--- src/rtl/flash_block_reader.sv ---
// Reads a block of bytes from a byte-wide flash interface and repacks them
// little-endian into 32-bit words delivered through a small fall-through FIFO.
module flash_block_reader #(
  parameter int FIFO_DEPTH = 4,
  parameter int LEN_W      = 16
) (
  input  logic             clk_i,
  input  logic             rstn_i,
  input  logic             start_i,
  input  logic [23:0]      base_addr_i,
  input  logic [LEN_W-1:0] len_i,
  output logic             busy_o,
  output logic             done_o,
  output logic             mem_valid_o,
  output logic [23:0]      mem_addr_o,
  input  logic             mem_ready_i,
  input  logic [7:0]       mem_rdata_i,
  output logic             word_valid_o,
  output logic [31:0]      word_data_o,
  output logic             word_last_o,
  input  logic             word_ready_i
);

  localparam int AW = (FIFO_DEPTH > 1) ? $clog2(FIFO_DEPTH) : 1;

  typedef enum logic [1:0] {IDLE, FETCH, DRAIN, DONE} state_t;

  state_t                  state_q;
  logic [23:0]             addr_q;
  logic [LEN_W-1:0]        remain_q;
  logic [1:0]              bidx_q;
  logic [23:0]             acc_q;
  logic                    mem_valid_q;
  logic                    busy_q;
  logic                    done_q;

  logic [FIFO_DEPTH-1:0][31:0] fifo_data_q;
  logic [FIFO_DEPTH-1:0]       fifo_last_q;
  logic [AW-1:0]               wr_ptr_q;
  logic [AW-1:0]               rd_ptr_q;
  logic [AW:0]                 count_q;

  logic        hs;
  logic        last_byte;
  logic        push;
  logic        pop;
  logic        full;
  logic [31:0] push_word;

  assign hs        = mem_valid_q & mem_ready_i;
  assign last_byte = (remain_q == LEN_W'(1));
  assign push      = hs & ((bidx_q == 2'd3) | last_byte);
  assign pop       = (count_q != '0) & word_ready_i;
  assign full      = (count_q == (AW+1)'(FIFO_DEPTH));

  // Earlier bytes of the word come from the accumulator; bytes not yet received stay zero.
  always_comb begin
    push_word = '0;
    case (bidx_q)
      2'd0:    push_word = {24'h0, mem_rdata_i};
      2'd1:    push_word = {16'h0, mem_rdata_i, acc_q[7:0]};
      2'd2:    push_word = {8'h0, mem_rdata_i, acc_q[15:0]};
      default: push_word = {mem_rdata_i, acc_q};
    endcase
  end

  always_ff @(posedge clk_i or negedge rstn_i) begin
    if (!rstn_i) begin
      state_q     <= IDLE;
      addr_q      <= '0;
      remain_q    <= '0;
      bidx_q      <= '0;
      mem_valid_q <= 1'b0;
      busy_q      <= 1'b0;
      done_q      <= 1'b0;
    end else begin
      done_q <= (state_q == DONE);
      case (state_q)
        IDLE: begin
          if (start_i) begin
            addr_q   <= base_addr_i;
            remain_q <= len_i;
            bidx_q   <= '0;
            if (len_i != '0) begin
              state_q <= FETCH;
              busy_q  <= 1'b1;
            end else begin
              state_q <= DONE;
            end
          end
        end
        FETCH: begin
          if (hs) begin
            mem_valid_q <= 1'b0;
            addr_q      <= addr_q + 24'd1;
            remain_q    <= remain_q - LEN_W'(1);
            bidx_q      <= bidx_q + 2'd1;
            if (last_byte) state_q <= DRAIN;
          end else if (!mem_valid_q && !full) begin
            // No push can occur while a request is pending, so a slot stays free for its byte.
            mem_valid_q <= 1'b1;
          end
        end
        DRAIN: begin
          if (pop && word_last_o) begin
            state_q <= DONE;
            busy_q  <= 1'b0;
          end
        end
        default: state_q <= IDLE;
      endcase
    end
  end

  always_ff @(posedge clk_i) begin
    if (hs) acc_q <= push_word[23:0];
    if (push) begin
      fifo_data_q[wr_ptr_q] <= push_word;
      fifo_last_q[wr_ptr_q] <= last_byte;
    end
  end

  always_ff @(posedge clk_i or negedge rstn_i) begin
    if (!rstn_i) begin
      wr_ptr_q <= '0;
      rd_ptr_q <= '0;
      count_q  <= '0;
    end else begin
      if (push) wr_ptr_q <= wr_ptr_q + AW'(1);
      if (pop)  rd_ptr_q <= rd_ptr_q + AW'(1);
      case ({push, pop})
        2'b10:   count_q <= count_q + (AW+1)'(1);
        2'b01:   count_q <= count_q - (AW+1)'(1);
        default: count_q <= count_q;
      endcase
    end
  end

  assign busy_o       = busy_q;
  assign done_o       = done_q;
  assign mem_valid_o  = mem_valid_q;
  assign mem_addr_o   = addr_q;
  assign word_valid_o = (count_q != '0);
  assign word_data_o  = word_valid_o ? fifo_data_q[rd_ptr_q] : 32'h0;
  assign word_last_o  = word_valid_o ? fifo_last_q[rd_ptr_q] : 1'b0;

endmodule

--- config.mk ---
export PLATFORM = sky130hd
export DESIGN_NAME = flash_block_reader
export DESIGN_NICKNAME = d
export VERILOG_FILES = /design/src/rtl/flash_block_reader.sv
export SDC_FILE = /design/constraint.sdc
export NUM_CORES = 1
export LEC_CHECK = 0
export CELL_PAD_IN_SITES_DETAIL_PLACEMENT = 1
export CELL_PAD_IN_SITES_GLOBAL_PLACEMENT = 2
export CORE_UTILIZATION = 42
export DETAILED_ROUTE_END_ITERATION = 8
export PLACE_DENSITY = 0.84
export RECOVER_POWER = 100
export SETUP_SLACK_MARGIN = 0.05
export SYNTH_ARGS = -nofsm -noshare
export SYNTH_HDL_FRONTEND = slang
export SYNTH_SLANG_ARGS = --single-unit
--- constraint.sdc ---
create_clock -name clk_i -period 4.2 [get_ports clk_i]
set_input_delay 0.84 -clock clk_i [delete_from_list [all_inputs] [get_ports clk_i]]
set_output_delay 0.84 -clock clk_i [all_outputs]
set_load 0.03 [all_outputs]
==> results of run 1 <==
worst max-delay path: stages, from the launching register on:
cell and delay [ps]:
dfrtp_2 690, buf_12 290, mux4_2 550, and2_1 170
dlygate4sd3_1 680
per-stage QoR:
step	hold WS [ps]	worst slack (ps)	instances	instance area [um2]	util [%]
detailed placement	503	1060	1038	10900	49.6
global route	550	323	1082	11700	53.2
global placement	471	1110	1038	10900	49.6
finish	509	463	1082	11700	53.2
CTS	437	495	1082	11700	53.3
floorplan	456	1350	671	9440	-
path summary, 6_finish.rpt:
check,startpoint,end,slack [ps],cells after the start
setup / recovery,rd_ptr_q[0]$_DFFE_PN0P_,word_data_o[21],460,4
hold / removal,count_q[2]$_DFFE_PN0P_,count_q[2]$_DFFE_PN0P_,510,1
setup reg to reg,state_q[1]$_DFFE_PN0P_,mem_addr_o[15]$_DFFE_PN0P_,770,10
hold reg to reg,count_q[2]$_DFFE_PN0P_,count_q[2]$_DFFE_PN0P_,510,1
max in group asynchronous,rstn_i,remain_q[6]$_DFFE_PN0P_,1310,2
min in group asynchronous,rstn_i,mem_addr_o[13]$_DFFE_PN0P_,900,1
cells by family after synthesis:
logic type | Yosys count | share of synthesized area, %
compound gates | 148 | 10.4
xor+xnor | 6 | 0.557
fa+ha+maj | 18 | 2.47
buf+inv | 58 | 2.35
flops | 210 | 63.9
mux | 52 | 9.79
simple gates | 179 | 10.5
cells in the final DEF (no fill, tap or decap), types with 4 or more instances in the layout:
cell type	n
and3_1	11
mux2i_1	17
clkbuf_16	25
nand3_1	15
ha_1	17
a31oi_1	4
nor2_1	23
nand4_1	8
clkbuf_2	4
dlygate4sd3_1	61
xnor2_1	4
o21ai_0	19
mux4_2	32
or4_1	6
dfrtp_1	53
and2_0	11
a21oi_1	47
edfxtp_1	156
clkdlybuf4s50_1	51
clkinv_2	4
clkbuf_1	9
nor3_1	5
buf_4	6
nand2_1	31
inv_1	17
nor2b_1	5
and2_1	35
and4_1	5
a2bb2oi_1	4
or3_1	6
a22o_1	26
nor4_1	7
o22ai_1	25
where the power goes:
group	switching (uW)	internal, uW	total [uW]
logic	2240	1570	3810
registers	425	2690	3120
clock network	835	1310	2140
total	3500	5570	9070
cell type report:
class / instances / area [um2]
fill: 2153 / 10300
tap: 280 / 350
multi-input combinational: 403 / 3200
sequential: 210 / 6040
timing repair buffer: 128 / 1220
clock inverter: 13 / 145
inverter: 17 / 63.8
clock buffer: 31 / 668
sequential cells by signal, summed over array words and instances (netlist names):
signal and flops:
state_q 2, bidx_q 2, acc_q 24, fifo_data_q 128
done_o 1, busy_o 1, mem_addr_o 24, mem_valid_o 1
wr_ptr_q 2, rd_ptr_q 2, remain_q 16, count_q 3
fifo_last_q 4
layer usage:
| metal | share of wire [%] | up-vias | track usage [%] | wire length, um |
|---|---|---|---|---|
| met4 | 1.4 | 0 | 4.42 | 324 |
| met5 | 0 | - | 0 | 0 |
| li1 | - | 2838 | - | - |
| met3 | 4.6 | 27 | 3.14 | 1080 |
| met1 | 43 | 3180 | 26.7 | 10200 |
| met2 | 51 | 166 | 37.4 | 12000 |
==> impl_metrics.json, run 1 <==
{
  "cts_root_buf": "clkbuf_16",
  "cp-start-kind": "flip-flop",
  "dr.first_iter.drc_count": 301,
  "synthCells": 671,
  "power_density_mw_per_mm2": 776,
  "route.detailed.drc": 12,
  "dr.pass1.iters": 6,
  "netlist_area_mm2": 0.00944,
  "ant_nets": 0,
  "yosysTopAreaCell": "edfxtp_1",
  "final_max_slew_viol_count": 63,
  "status": "finished, violations left",
  "grt_pass1_vias": 6761,
  "rsz0062_at_grt": "no",
  "clkTransAtPathRegs_ps": 60,
  "cts_resized": 0,
  "overflow": 0,
  "numCtsBuffers": 24,
  "grt_max_degree": 43,
  "post_drt_via_cell_ratio": 5.74,
  "leakage_uw": 0.00423,
  "area_delta_synth_final_pct": 23.8,
  "hold_violations": 0,
  "track_usage_pct": 20.8,
  "synth.distinct_cells": 54,
  "syn_avg_cell_area_um2": 14.1,
  "finalPower_uw": 9070,
  "clk_latency_ps": 510,
  "start_util_pct": 43.0,
  "layout.nets": 855,
  "worst_pin_slew_ps": 2000,
  "skew_ps": 10.9,
  "antenna_cells": 0,
  "netlist_top_cells_area": "edfxtp_1 (50%), dfrtp_1 (14%), mux4_2 (7.6%)",
  "rows": 54,
  "synth-edff-count": 156,
  "synth_commonest_cells": "edfxtp_1 (156), dfrtp_1 (54), a21oi_1 (47), and2_1 (46), mux4_2 (32)",
  "cp_max_fo": 22,
  "relSlewSlack_pct": -33.4,
  "crit_path_end_kind": "output pin",
  "min_period_ps": 3740,
  "tns_ps": 0,
  "wl_per_cell_um": 21.8,
  "clockBufferDepth": 3,
  "drive_gt1_share_pct": 11.8,
  "hold_path_class": "reg2reg",
  "synth_nets": 742,
  "cts_sinks": 210,
  "netlist.area_leader.share_pct": 49.6,
  "hpwl_um": 15300,
  "wl_um": 23600,
  "drv_cap": 2,
  "antenna_found_initial": 0,
  "ctsHoldBuffers": 0,
  "gp_congestion": 0.810,
  "ys.flop_type": "edfxtp_1",
  "critical_path_required_ps": 3360,
  "fp.dieH_um": 152,
  "ys_seq_area_share_pct": 63.9,
  "dieArea_mm2": 0.0231,
  "max-vdd-ir-drop_mv": 0.338,
  "io_pins": 114,
  "finalCritPeriodShare_pct": 89.0,
  "die_w_um": 152,
  "htree_levels": 1,
  "violations": "DRC, capacitance limit, slew limit",
  "yosysMostFrequentCell": "edfxtp_1",
  "async_flop_share_pct": 25.7,
  "ys_ff_latch": 210,
  "ys_warn_count": 0,
  "path_class": "reg2out",
  "grt_pass1_wl_um": 37600,
  "port_buffers": 113,
  "post_cts_buffers": 0,
  "vias": 6211,
  "max_freq_mhz": 268,
  "tritoncts": "done",
  "setup_viol": 0,
  "critPathArrivalTime_ps": 2900,
  "core-area_mm2": 0.0220
}
(Power assumes the default switching activity.)
==> inputs of run 2 (changes only) <==
- ABC_AREA: default -> 1
- CAP_MARGIN: default -> 0
- CORE_UTILIZATION: 42 -> 38
- PLACE_DENSITY: 0.84 -> 0.85
==> run 2 against run 1 <==
Net effect: the flow finishes with violations (capacitance limit, slew limit); global-route usage fell by 0.30 points; critical path type unchanged; register-to-register slack improved by 110 ps; largest power group unchanged; design area increased by 5.1%; final cell count rose by 43%; critical path depth increased by 3; area after synthesis increased by 6.8%; clock power fell by 6%.
==> impl_metrics.json, run 2 <==
{
  "power_density_mw_per_mm2": 766,
  "core-area_mm2": 0.0261,
  "ys.flop_type": "edfxtp_1",
  "die_w_um": 165,
  "cp_max_fo": 33,
  "ys_warn_count": 0,
  "ys_ff_latch": 210,
  "numCtsBuffers": 24,
  "cts_sinks": 210,
  "netlist_area_mm2": 0.0101,
  "synth.distinct_cells": 43,
  "placed_area_mm2": 0.0116,
  "crit_path_end_kind": "output pin",
  "ctsHoldBuffers": 0,
  "wl_met3_um": 960,
  "cts_root_buf": "clkbuf_16",
  "holdPathEnd": "count_q[0]$_DFFE_PN0P_",
  "drive_gt1_share_pct": 6.12,
  "grt_pass1_vias": 7985,
  "htree_levels": 1,
  "r2r_end": "remain_q[13]$_DFFE_PN0P_",
  "relSlewSlack_pct": -16.6,
  "rows": 59,
  "fill_cells": 2972,
  "cp-start-kind": "flip-flop",
  "violations": "capacitance limit, slew limit",
  "reg2reg_slack_ps": 880,
  "layout.nets": 1263,
  "setup_viol": 0,
  "post_drt_via_cell_ratio": 5.06,
  "dieArea_mm2": 0.0272,
  "tritoncts": "done",
  "final_cell_area_mm2": 0.0123,
  "synth_commonest_cells": "nor2_1 (235), nand2_1 (175), edfxtp_1 (156), o21ai_0 (114), inv_1 (90)",
  "finalCritPeriodShare_pct": 86.5,
  "clockBufferDepth": 3,
  "rsz0062_at_grt": "no",
  "post-route-util_pct": 47.1,
  "regMostFlops": "fifo_data_q",
  "wl_per_cell_um": 17.5,
  "synth-edff-count": 156,
  "port_buffers": 113,
  "critPathArrivalTime_ps": 2790,
  "route.detailed.drc": 0,
  "wl_met1_um": 12500,
  "dr_wl_met2_um": 13300,
  "reg2reg_depth": 8,
  "tns_ps": 0,
  "hp-start": "count_q[0]$_DFFE_PN0P_",
  "max-vdd-ir-drop_mv": 0.553,
  "leakage_uw": 0.00484,
  "netlist.area_leader.share_pct": 46.5,
  "path_class": "reg2out",
  "holdWs_ps": 482,
  "gp_congestion": 0.739,
  "min_period_ps": 3630,
  "ys_seq_area_share_pct": 59.9,
  "top_layer": "met4",
  "netlist_top_cells_area": "edfxtp_1 (46%), dfrtp_1 (13%), nor2_1 (8.7%)",
  "clk_latency_ps": 520,
  "hold_violations": 0,
  "hold_depth": 1,
  "dr.pass1.iters": 4,
  "cts_resized": 0,
  "grt_max_degree": 64,
  "async_flop_share_pct": 25.7,
  "io_pins": 114,
  "max_freq_mhz": 275,
  "critical_path_required_ps": 3360,
  "area_delta_synth_final_pct": 21.8,
  "mostFrequentLayoutCells": "nor2_1 (233), nand2_1 (176), edfxtp_1 (156), o21ai_0 (134), inv_1 (91)",
  "r2r_start": "state_q[1]$_DFFE_PN0P_",
  "yosysTopAreaCell": "edfxtp_1",
  "drv_cap": 3,
  "skew_ps": 11.2,
  "largest_reg_flops": 128,
  "hpwl_um": 18500,
  "vias": 7815,
  "track_usage_pct": 20.5,
  "ant_nets": 0,
  "final_max_slew_viol_count": 57,
  "synthCells": 1078,
  "final_common_cell": "nor2_1",
  "post_cts_buffers": 0,
  "antenna_found_initial": 0,
  "overflow": 0,
  "hold_path_class": "reg2reg",
  "dr.first_iter.drc_count": 437,
  "fp.dieH_um": 165,
  "clkTransAtPathRegs_ps": 60,
  "syn_avg_cell_area_um2": 9.35,
  "start_util_pct": 38.7,
  "status": "finished, violations left",
  "placedCellCount": 1501,
  "antenna_cells": 0,
  "yosysMostFrequentCell": "nor2_1",
  "fin_cells": 1544,
  "grt_pass1_wl_um": 43000,
  "wl_um": 27100,
  "synth_nets": 1149,
  "worst_pin_slew_ps": 1750
}
==> run 2: power breakdown <==
| part | internal [uW] | switching, uW |
|---|---|---|
| combinational | 1430 | 2930 |
| sequential | 2680 | 358 |
| clock | 1180 | 834 |
==> run 2: metrics by stage <==
stage / power, uW / worst slack, ps
floorplan: 6050 / 908
global placement: 7600 / 1240
detailed placement: 7700 / 1180
CTS: 9750 / 606
global route: 10100 / 409
finish: 9410 / 568
==> run 2: routing by layer <==
layer	GRT usage (%)	up-vias
met2	35.3	128
li1	-	3830
met1	27.8	3836
met5	0	-
met3	2.54	21
met4	3.71	0
==> run 2: how the worst max path moves through the flow <==
stage               slack (ps)                  endpoint               startpoint  cells after the start
finish                     570           word_data_o[23]  rd_ptr_q[1]$_DFFE_PN0P_                      7
global route               410           word_data_o[18]  rd_ptr_q[1]$_DFFE_PN0P_                      7
CTS                        610            word_data_o[8]  rd_ptr_q[1]$_DFFE_PN0P_                      7
detailed placement        1180            word_data_o[8]  rd_ptr_q[1]$_DFFE_PN0P_                      7
global placement          1240           word_data_o[18]  rd_ptr_q[1]$_DFFE_PN0P_                      7
floorplan                  910  fifo_data_q[0]$_DFFE_PP_              mem_ready_i                      4
==> run 2: cells by family (layout without fill, tap and decap cells) <==
| logic type | after synthesis | in the layout | share of synthesized area, % |
|---|---|---|---|
| XOR/XNOR | 13 | 13 | 1.13 |
| buffers and inverters | 142 | 273 | 5.92 |
| AO/OA/AOI/OAI | 217 | 217 | 11.7 |
| adder cells (fa/ha/maj) | 18 | 18 | 2.31 |
| AND/OR/NAND/NOR | 478 | 478 | 19.1 |
| flip-flops | 210 | 210 | 59.9 |
==> run 2: layout make-up <==
| cell class | instances | area, um2 | area share (%) |
|---|---|---|---|
| clock buffers | 27 | 612 | 4.98 |
| multi-input cells | 726 | 3450 | 28.1 |
| inverters | 96 | 363 | 2.96 |
| well taps | 335 | 419 | 3.41 |
| flip-flops and latches | 210 | 6040 | 49.2 |
| repair buffers | 134 | 1240 | 10.1 |
| clock inverters | 16 | 156 | 1.27 |
==> run 2: worst max-delay path, stage by stage, from the launching register on <==
cell and delay, ps:
dfrtp_1 350, buf_4 290, inv_1 70, buf_4 270, nor2_1 170, o21ai_0 110
a21oi_1 240, dlygate4sd3_1 770
